==> src/rtl/y86_pipe_pkg.sv <==
// y86_pipe_pkg
// Shared definitions for the five-stage Y86 pipeline: instruction codes,
// the "no register" id, stage status codes, the hazard-controller state
// enum and a helper that classifies exception statuses.
package y86_pipe_pkg;

    // Instruction codes
    localparam logic [3:0] IHALT   = 4'h0;
    localparam logic [3:0] INOP    = 4'h1;
    localparam logic [3:0] IRRMOVQ = 4'h2;
    localparam logic [3:0] IIRMOVQ = 4'h3;
    localparam logic [3:0] IRMMOVQ = 4'h4;
    localparam logic [3:0] IMRMOVQ = 4'h5;
    localparam logic [3:0] IOPQ    = 4'h6;
    localparam logic [3:0] IJXX    = 4'h7;
    localparam logic [3:0] ICALL   = 4'h8;
    localparam logic [3:0] IRET    = 4'h9;
    localparam logic [3:0] IPUSHQ  = 4'hA;
    localparam logic [3:0] IPOPQ   = 4'hB;

    // Register id meaning "no register"
    localparam logic [3:0] RNONE = 4'hF;

    // Stage status codes
    localparam logic [2:0] BUB = 3'd0;
    localparam logic [2:0] AOK = 3'd1;
    localparam logic [2:0] HLT = 3'd2;
    localparam logic [2:0] ADR = 3'd3;
    localparam logic [2:0] INS = 3'd4;

    typedef enum logic [1:0] {
        ST_IDLE   = 2'd0,
        ST_RUN    = 2'd1,
        ST_DRAIN  = 2'd2,
        ST_HALTED = 2'd3
    } ctrl_state_t;

    // True for statuses that must stop the pipeline
    function automatic logic is_exc(input logic [2:0] stat);
        return (stat == HLT) || (stat == ADR) || (stat == INS);
    endfunction

endpackage

==> src/rtl/pipe_perf_ctr.sv <==
// pipe_perf_ctr
// Saturating performance counter: counts up by one on inc, sticks at
// all-ones instead of wrapping.
// Ports:
//   clk    system clock
//   rst_n  synchronous active-low reset (clears the count)
//   clear  synchronous clear
//   inc    count enable for this cycle
//   count  current value
module pipe_perf_ctr #(
    parameter int CNT_W = 32
) (
    input  logic             clk,
    input  logic             rst_n,
    input  logic             clear,
    input  logic             inc,
    output logic [CNT_W-1:0] count
);

    logic [CNT_W-1:0] count_reg;

    always_ff @(posedge clk) begin
        if (!rst_n || clear) begin
            count_reg <= '0;
        end else if (inc && (count_reg != '1)) begin
            count_reg <= count_reg + CNT_W'(1);
        end
    end

    assign count = count_reg;

endmodule

==> src/rtl/pipe_hazard_ctrl.sv <==
// pipe_hazard_ctrl
// Central hazard controller for the five-stage Y86 pipeline. Generates the
// stall/bubble controls for the F, D, E, M and W pipeline registers and the
// condition-code write enable, sequences the post-reset flush and the
// exception drain/halt, and keeps five saturating performance counters.
// Ports:
//   clk, rst_n                       clock, synchronous active-low reset
//   D_icode, E_icode, M_icode        icodes held in the D/E/M registers
//   E_dstM                           load destination in E (RNONE = none)
//   d_srcA, d_srcB                   decode-stage source registers
//   e_Cnd                            branch condition from execute
//   m_stat, W_stat                   memory / writeback status
//   F_stall, D_stall, W_stall        hold register contents
//   D_bubble, E_bubble, M_bubble     load a bubble into the register
//   set_cc                           condition-code write enable
//   halted, final_stat               pipeline stopped / status that did it
//   cyc_cnt .. ret_cnt               performance counters
module pipe_hazard_ctrl
    import y86_pipe_pkg::*;
#(
    parameter int CNT_W = 32
) (
    input  logic             clk,
    input  logic             rst_n,
    input  logic [3:0]       D_icode,
    input  logic [3:0]       E_icode,
    input  logic [3:0]       M_icode,
    input  logic [3:0]       E_dstM,
    input  logic [3:0]       d_srcA,
    input  logic [3:0]       d_srcB,
    input  logic             e_Cnd,
    input  logic [2:0]       m_stat,
    input  logic [2:0]       W_stat,
    output logic             F_stall,
    output logic             D_stall,
    output logic             W_stall,
    output logic             D_bubble,
    output logic             E_bubble,
    output logic             M_bubble,
    output logic             set_cc,
    output logic             halted,
    output logic [2:0]       final_stat,
    output logic [CNT_W-1:0] cyc_cnt,
    output logic [CNT_W-1:0] stall_cnt,
    output logic [CNT_W-1:0] bubble_cnt,
    output logic [CNT_W-1:0] mispred_cnt,
    output logic [CNT_W-1:0] ret_cnt
);

    localparam int N_CNT = 5;

    ctrl_state_t state_reg;
    logic [2:0]  final_stat_reg;

    // Hazard terms
    logic loaduse, ret_haz, mispred, m_exc, w_exc;

    assign loaduse = ((E_icode == IMRMOVQ) || (E_icode == IPOPQ)) &&
                     (E_dstM != RNONE) &&
                     ((E_dstM == d_srcA) || (E_dstM == d_srcB));
    assign ret_haz = (D_icode == IRET) || (E_icode == IRET) || (M_icode == IRET);
    assign mispred = (E_icode == IJXX) && !e_Cnd;
    assign m_exc   = is_exc(m_stat);
    assign w_exc   = is_exc(W_stat);

    // Control state machine; final_stat is captured on the halt transition
    always_ff @(posedge clk) begin
        if (!rst_n) begin
            state_reg      <= ST_IDLE;
            final_stat_reg <= 3'd0;
        end else begin
            case (state_reg)
                ST_IDLE: state_reg <= ST_RUN;
                ST_RUN: begin
                    if (w_exc) begin
                        state_reg      <= ST_HALTED;
                        final_stat_reg <= W_stat;
                    end else if (m_exc) begin
                        state_reg <= ST_DRAIN;
                    end
                end
                ST_DRAIN: begin
                    if (w_exc) begin
                        state_reg      <= ST_HALTED;
                        final_stat_reg <= W_stat;
                    end
                end
                default: state_reg <= ST_HALTED;
            endcase
        end
    end

    // Pipeline register controls, combinational from inputs and state
    always_comb begin
        F_stall  = 1'b0;
        D_stall  = 1'b0;
        W_stall  = 1'b0;
        D_bubble = 1'b0;
        E_bubble = 1'b0;
        M_bubble = 1'b0;
        set_cc   = 1'b0;
        case (state_reg)
            ST_IDLE: begin
                F_stall  = 1'b1;
                D_bubble = 1'b1;
                E_bubble = 1'b1;
                M_bubble = 1'b1;
            end
            ST_RUN, ST_DRAIN: begin
                F_stall  = (loaduse || ret_haz) && !mispred;
                D_stall  = loaduse;
                // A stall in D must win over a bubble in D
                D_bubble = (mispred || (ret_haz && !loaduse)) && !loaduse;
                E_bubble = mispred || loaduse;
                M_bubble = m_exc || w_exc;
                W_stall  = w_exc;
                set_cc   = (E_icode == IOPQ) && !m_exc && !w_exc;
                if (state_reg == ST_DRAIN) begin
                    // Fetch nothing new and freeze CCs while the fault drains
                    F_stall = 1'b1;
                    set_cc  = 1'b0;
                end
            end
            default: begin
                F_stall  = 1'b1;
                D_bubble = 1'b1;
                E_bubble = 1'b1;
                M_bubble = 1'b1;
                W_stall  = 1'b1;
            end
        endcase
    end

    assign halted     = (state_reg == ST_HALTED);
    assign final_stat = final_stat_reg;

    // Performance counters: index 0 cycles, 1 stalls, 2 bubbles,
    // 3 mispredicts, 4 returns entering D
    logic                 active;
    logic [N_CNT-1:0]     cnt_inc;
    logic [CNT_W-1:0]     cnt_val [N_CNT];

    assign active     = (state_reg == ST_RUN) || (state_reg == ST_DRAIN);
    assign cnt_inc[0] = active;
    assign cnt_inc[1] = active && (F_stall || D_stall);
    assign cnt_inc[2] = active && (D_bubble || E_bubble);
    assign cnt_inc[3] = active && mispred;
    assign cnt_inc[4] = active && (D_icode == IRET) && !D_stall;

    generate
        for (genvar gi = 0; gi < N_CNT; gi++) begin : g_cnt
            pipe_perf_ctr #(.CNT_W(CNT_W)) u_ctr (
                .clk   (clk),
                .rst_n (rst_n),
                .clear (state_reg == ST_IDLE),
                .inc   (cnt_inc[gi]),
                .count (cnt_val[gi])
            );
        end
    endgenerate

    assign cyc_cnt     = cnt_val[0];
    assign stall_cnt   = cnt_val[1];
    assign bubble_cnt  = cnt_val[2];
    assign mispred_cnt = cnt_val[3];
    assign ret_cnt     = cnt_val[4];

endmodule

==> config.mk <==
export PLATFORM = sky130hd
export DESIGN_NAME = pipe_hazard_ctrl
export DESIGN_NICKNAME = d
export VERILOG_FILES = /design/src/rtl/y86_pipe_pkg.sv /design/src/rtl/pipe_perf_ctr.sv /design/src/rtl/pipe_hazard_ctrl.sv
export SDC_FILE = /design/constraint.sdc
export NUM_CORES = 1
export LEC_CHECK = 0
export ABC_AREA = 1
export BUFFER_PORTS_ARGS = -buffer_cell sky130_fd_sc_hd__buf_2
export CAP_MARGIN = 25
export CORE_MARGIN = 2
export CORE_UTILIZATION = 50
export CTS_BUF_LIST = sky130_fd_sc_hd__clkbuf_16
export CTS_CLUSTER_SIZE = 12
export DETAILED_ROUTE_END_ITERATION = 8
export PLACE_DENSITY_LB_ADDON = 0.12
export RECOVER_POWER = 25
export SLEW_MARGIN = 15
export SYNTH_ARGS = -nofsm -noshare
export SYNTH_HDL_FRONTEND = slang
export SYNTH_SLANG_ARGS = --single-unit
==> constraint.sdc <==
create_clock -name clk -period 2.3 [get_ports clk]
set_input_delay 0.46 -clock clk [delete_from_list [all_inputs] [get_ports clk]]
set_output_delay 0.46 -clock clk [all_outputs]
set_load 0.01 [all_outputs]
== Yosys cells after proc, flatten, opt, wreduce, memory -nomap -nowiden ==
Cells that the tools add are included.

* Output and inout port bits: 171
* Word-level logic and storage cells: 96
* Register bits: 165

* Equality and inequality tests: 26
* Reductions and logical operators: 45
* Add/subtract/negate cells: 5
* Multiplexer cells: 13

{| class="wikitable"
|+ Operator list
! cell !! count
|-
| adder 32 x 1 -> 32 bit (second input constant) || 5
|-
| inequality test 32 bit (second input constant) || 5
|-
| logical AND 1 bit || 18
|-
| == test 4 bit (second input constant) || 4
|-
| logical OR 1 bit || 16
|-
| == test 3 x 2 -> 1 bit (second input constant) || 4
|-
| == test 4 x 3 -> 1 bit (second input constant) || 3
|-
| == test 4 bit || 2
|-
| 2-to-1 mux 1 bit || 8
|-
| logical NOT 1 bit || 7
|-
| == test 3 bit (second input constant) || 2
|-
| 2-to-1 mux 2 bit || 3
|-
| case mux 2 bit (3 select lines) || 1
|-
| == test 2 bit (second input constant) || 2
|-
| inequality test 4 bit (second input constant) || 1
|-
| AND reduction 2 bit || 2
|-
| inequality test 3 bit (second input constant) || 1
|-
| == test 2 x 1 -> 1 bit (second input constant) || 1
|-
| logical NOT 2 bit || 1
|-
| inequality test 2 bit (second input constant) || 1
|-
| case mux 1 bit (2 select lines) || 1
|-
| OR reduction 2 bit || 1
|}

== Depth between registers and ports, before layout ==
* Depth in word-level cells: 12
* Gate-level depth with buffers: 15
* Depth with buffers taken out: 14

== Modules after synthesis ==
Synthesis repeated with hierarchy kept, for this count alone.

* Cells, all modules: 1871
* Area, all modules: 11081.9 µm²

{| class="wikitable"
|+ By module, submodules not included
! module !! seq. area each (µm²) !! instances !! cells an instance !! area an instance (µm²)
|-
| pipe_perf_ctr || 640.6 || 5 || 349 || 2084.5
|-
| pipe_hazard_ctrl || 100.1 || 1 || 126 || 659.4
|}

== Least setup slack after synthesis ==
Ideal clock, no wire load.

* Kind: register to output
* Start: register state_reg[0]
* End: output port set_cc
* Required time: 1.840 ns
* Arrival time: 1.647 ns
* Cell stages (with the launch flop): 7
* Path slack: 0.193 ns
* Path through: dfxtp_1 inv_1 ha_1 buf_2 clkbuf_1 nand2_1 nor3_1

* Word-level cells in the longest chain between the ends: 3
* Elaborated cells between the ends (all ways): 5
* Those cells by class: eq/ne: 2; mux: 2; reduce/logical: 1

{| class="wikitable"
|+ RTL lines
! what !! line !! source
|-
| start, declared || pipe_hazard_ctrl.sv:52 || <nowiki>ctrl_state_t state_reg;</nowiki>
|-
| start signal, assigned || pipe_hazard_ctrl.sv:69 || <nowiki>state_reg <= ST_IDLE;</nowiki>
|-
| start signal, assigned || pipe_hazard_ctrl.sv:73 || <nowiki>ST_IDLE: state_reg <= ST_RUN;</nowiki>
|-
| start signal, assigned || pipe_hazard_ctrl.sv:76 || <nowiki>state_reg <= ST_HALTED;</nowiki>
|-
| == test 2 bit or == test 2 x 1 -> 1 bit (tied branches) || pipe_hazard_ctrl.sv:102, pipe_hazard_ctrl.sv:118 ||
|-
| 2-to-1 mux 1 bit or OR reduction 2 bit (tied branches) || -- ||
|-
| 2-to-1 mux 1 bit (*) || pipe_hazard_ctrl.sv:102 || <nowiki>case (state_reg)</nowiki>
|-
| end, declared || pipe_hazard_ctrl.sv:40 || <nowiki>output logic set_cc,</nowiki>
|}

Every way passes the cells marked *; elsewhere a longest branch is shown, timed or not.

== Final worst setup path ==
* Start: register state_reg[0]
* End: output port D_bubble

* Word-level cells in the longest chain between the ends: 3
* Elaborated cells between the ends (all ways): 4
* Those cells by class: eq/ne: 2; mux: 1; reduce/logical: 1

{| class="wikitable"
|+ RTL lines
! what !! line !! source
|-
| == test 2 bit or == test 2 x 1 -> 1 bit (tied branches) || pipe_hazard_ctrl.sv:102 ||
|-
| OR reduction 2 bit (no source line) (*) || -- ||
|-
| 2-to-1 mux 1 bit (*) || pipe_hazard_ctrl.sv:102 ||
|-
| end, declared || pipe_hazard_ctrl.sv:37 || <nowiki>output logic D_bubble,</nowiki>
|}

Marks and branches as above.

==> results.json <==
{
  "utilization_pct": 61.3,
  "clock_sinks": 165,
  "grt_max_degree": 58,
  "synthMuxAreaShare_pct": 0,
  "place_congestion": 0.964,
  "min_period_ns": 2.19,
  "drv_cap": 0,
  "cp.required_ns": 1.84,
  "grt.overflow.total": 0,
  "fillers": 2057,
  "hold_viol": 0,
  "synth_nets": 1676,
  "pin_count": 204,
  "place_inst": 2121,
  "critPathLaunch": "state_reg[0]$_SDFFE_PN0P_",
  "layoutNonFillerInstCount": 2152,
  "via_per_inst": 5.29,
  "regToRegStartpoint": "g_cnt[1].u_ctr.count[26]$_SDFFE_PP0P_",
  "die_x_um": 147,
  "cellPowerDensity_nw_per_um2": 537,
  "port_buffers": 203,
  "syn-cell-area_um2": 10300,
  "post-dp-hpwl_mm": 23.3,
  "leakagePower_uw": 0.00488,
  "via_count": 11400,
  "cp_max_fo": 4,
  "avgRoutedWirePerCell_um": 14.2,
  "slew_violations": 0,
  "cts.path.max_buffers": 2,
  "slew-limit-headroom_pct": 58.9,
  "endpoint": "D_bubble",
  "netlist.area_leader.share_pct": 32.1,
  "core_um2": 20200,
  "path_clk_slew_ns": 0.06,
  "synth_compound_area_share_pct": 8.52,
  "crit_path_frequent_cell": "inv_1",
  "hold_path.class": "input port to flip-flop",
  "cts_tree": "done",
  "worst_pin_slew_ns": 0.617,
  "nets": 1913,
  "synth_edf_count": 0,
  "yosysTopAreaCell": "dfxtp_1",
  "outcome": "finished, final reports clean",
  "reg2reg_to": "g_cnt[1].u_ctr.count[8]$_SDFFE_PP0P_",
  "worst_slack_ns": 0.107,
  "die_y_um": 147,
  "fp-row-count": 52,
  "hold_buffers": 0,
  "worstRegToRegCells": 12,
  "ys_types": 36,
  "synth_area_leaders": "dfxtp_1 (32%), nand2_1 (19%), nor2_1 (7.4%), a21oi_1 (6.5%), xor2_1 (5.8%)",
  "grt_pass1_wl_mm": 50.4,
  "crit_path_top_delay_cell": "dfxtp_2",
  "synth_adder_area_share_pct": 1.22,
  "dp_slack_ns": 0.261,
  "cp-end-kind": "primary output",
  "worst-r2r-setup-slack_ns": 0.25,
  "cp_data_arrival_time_ns": 1.73,
  "critPathMaxStageDelay_ns": 0.35,
  "crit_chain": "inv_1, ha_4, inv_2, nor2_1, a31o_2, inv_1, buf_2",
  "critPathKind": "flip-flop to primary output",
  "grt_usage_pct": 28.1,
  "fin_skew_ns": 0.00968,
  "drt-initial-drc-count": 715,
  "drc_errors": 0,
  "synth_top_family_by_area": "simple AND/OR/NAND/NOR gates",
  "rsz0062_at_grt": "false",
  "design_area_um2": 12400,
  "postSynthAreaPerCell_um2": 6.29,
  "synth_cells": 1633,
  "multi_input_area_um2": 6110,
  "fin_crit_sh_pct": 95.4,
  "max_freq_ghz": 0.456,
  "vdd_ir_drop_max_v": 0.000507,
  "cts_buffers": 17,
  "cts-root-buf": "clkbuf_16",
  "die_area_um2": 21700,
  "start_util_pct": 50.9,
  "yosysSeqAreaShare_pct": 32.1,
  "setup_tns_ns": 0,
  "grt_pass1_vias": 10300,
  "htreeDepth": 4,
  "largest_reg_flops": 160,
  "synthArstFlopShare_pct": 0,
  "drive_gt1_share_pct": 13.4,
  "synthSimpleGateAreaFrac_pct": 41.2,
  "yosysWarnings": 0,
  "syn_to_final_growth_pct": 20.4,
  "start_kind": "flip-flop",
  "yosys.area_share.xor_xnor_pct": 8.27,
  "antenna_found_initial": 1,
  "dpl_cell_area_um2": 11900,
  "wl_mm": 30.6,
  "synth-seq-cells": 165,
  "ant_nets": 0,
  "regArea_um2": 3310,
  "synth_flop_cell": "dfxtp_1",
  "first_pass_iters": 5,
  "clkLatencyLatePin_ns": 0.43,
  "setup_viol": 0
}
==> repair_timing <==
item	4_1_cts	5_1_grt
buffers inserted	0	0
resized for setup	3	5
setup endpoints to repair	3	4
==> report_power, final <==
group / internal (uW) / total, uW / switching, uW
clock network: 1680 / 2850 / 1180
registers: 2880 / 2900 / 21.6
logic: 255 / 887 / 632
total: 4810 / 6640 / 1830
==> cells in the final DEF, fill, tap and decap left out, drive strengths merged, types with 9 or more instances in the layout <==
cell type  synthesis  layout
nand3             92      92
xor2              68      68
inv              153     154
ha                10      10
o21ai             30      30
nor3              81      81
dfxtp            165     165
xnor2             29      29
a21oi            133     133
nand2            527     527
nand4             46      46
nor2             211     211
nand3b             9       9
clkbuf            19      96
buf               31     189
==> worst max-delay path: cells and delay by family, from the launching register on <==
| family | cells | cell delay, ns |
|---|---|---|
| flops | 1 | 0.35 |
| compound gates | 1 | 0.13 |
| buf+inv | 4 | 0.33 |
| fa+ha+maj | 1 | 0.31 |
| simple gates | 1 | 0.18 |
==> how the worst min path moves through the flow <==
| stage | depth (start not counted) | slack (ns) | start | to |
|---|---|---|---|---|
| CTS | 3 | 0.31 | rst_n | state_reg[0]$_SDFFE_PN0P_ |
| detailed placement | 2 | 0.46 | final_stat[0]$_SDFFE_PN0P_ | final_stat[0]$_SDFFE_PN0P_ |
| global route | 3 | 0.32 | rst_n | state_reg[1]$_SDFFE_PN0P_ |
| finish | 3 | 0.32 | rst_n | state_reg[1]$_SDFFE_PN0P_ |
| floorplan | 2 | 0.48 | final_stat[0]$_SDFFE_PN0P_ | final_stat[0]$_SDFFE_PN0P_ |
| global placement | 2 | 0.45 | final_stat[1]$_SDFFE_PN0P_ | final_stat[1]$_SDFFE_PN0P_ |
==> synth_stat cells, drive strengths merged (19+ instances only) <==
master,count
nand2,527
nor2,211
dfxtp,165
inv,153
a21oi,133
nand3,92
nor3,81
xor2,68
nand4,46
buf,31
o21ai,30
xnor2,29
clkbuf,19
==> routing by layer <==
layer / global-route usage [%] / share of wire [%] / vias to the layer above
li1: - / - / 5720
met1: 39.5 / 46 / 5234
met2: 44.7 / 45 / 377
met3: 4.04 / 6.5 / 54
met4: 8.61 / 2.2 / 0
met5: 0 / 0 / -
==> final cells by class <==
class,instances,area share (%)
multi-input cells,1265,49.4
flip-flops and latches,165,26.7
repair buffers,268,11.9
inverters,153,4.67
clock buffers,17,3.44
well taps,270,2.73
clock inverters,13,1.16
diodes,1,0.0202
==> logic make-up after synthesis <==
logic type               after synthesis
flip-flops                           165
AND/OR/NAND/NOR                      987
adder cells (fa/ha/maj)               10
buffers and inverters                203
XOR/XNOR                              97
AO/OA/AOI/OAI                        171
==> metrics by stage <==
step / hold slack, ns / total power, uW
global route: 0.320 / 6910
detailed placement: 0.455 / 3830
CTS: 0.310 / 6670
global placement: 0.450 / 3820
floorplan: 0.484 / 3560
finish: 0.320 / 6640
Power figures use the tool's default switching activity.
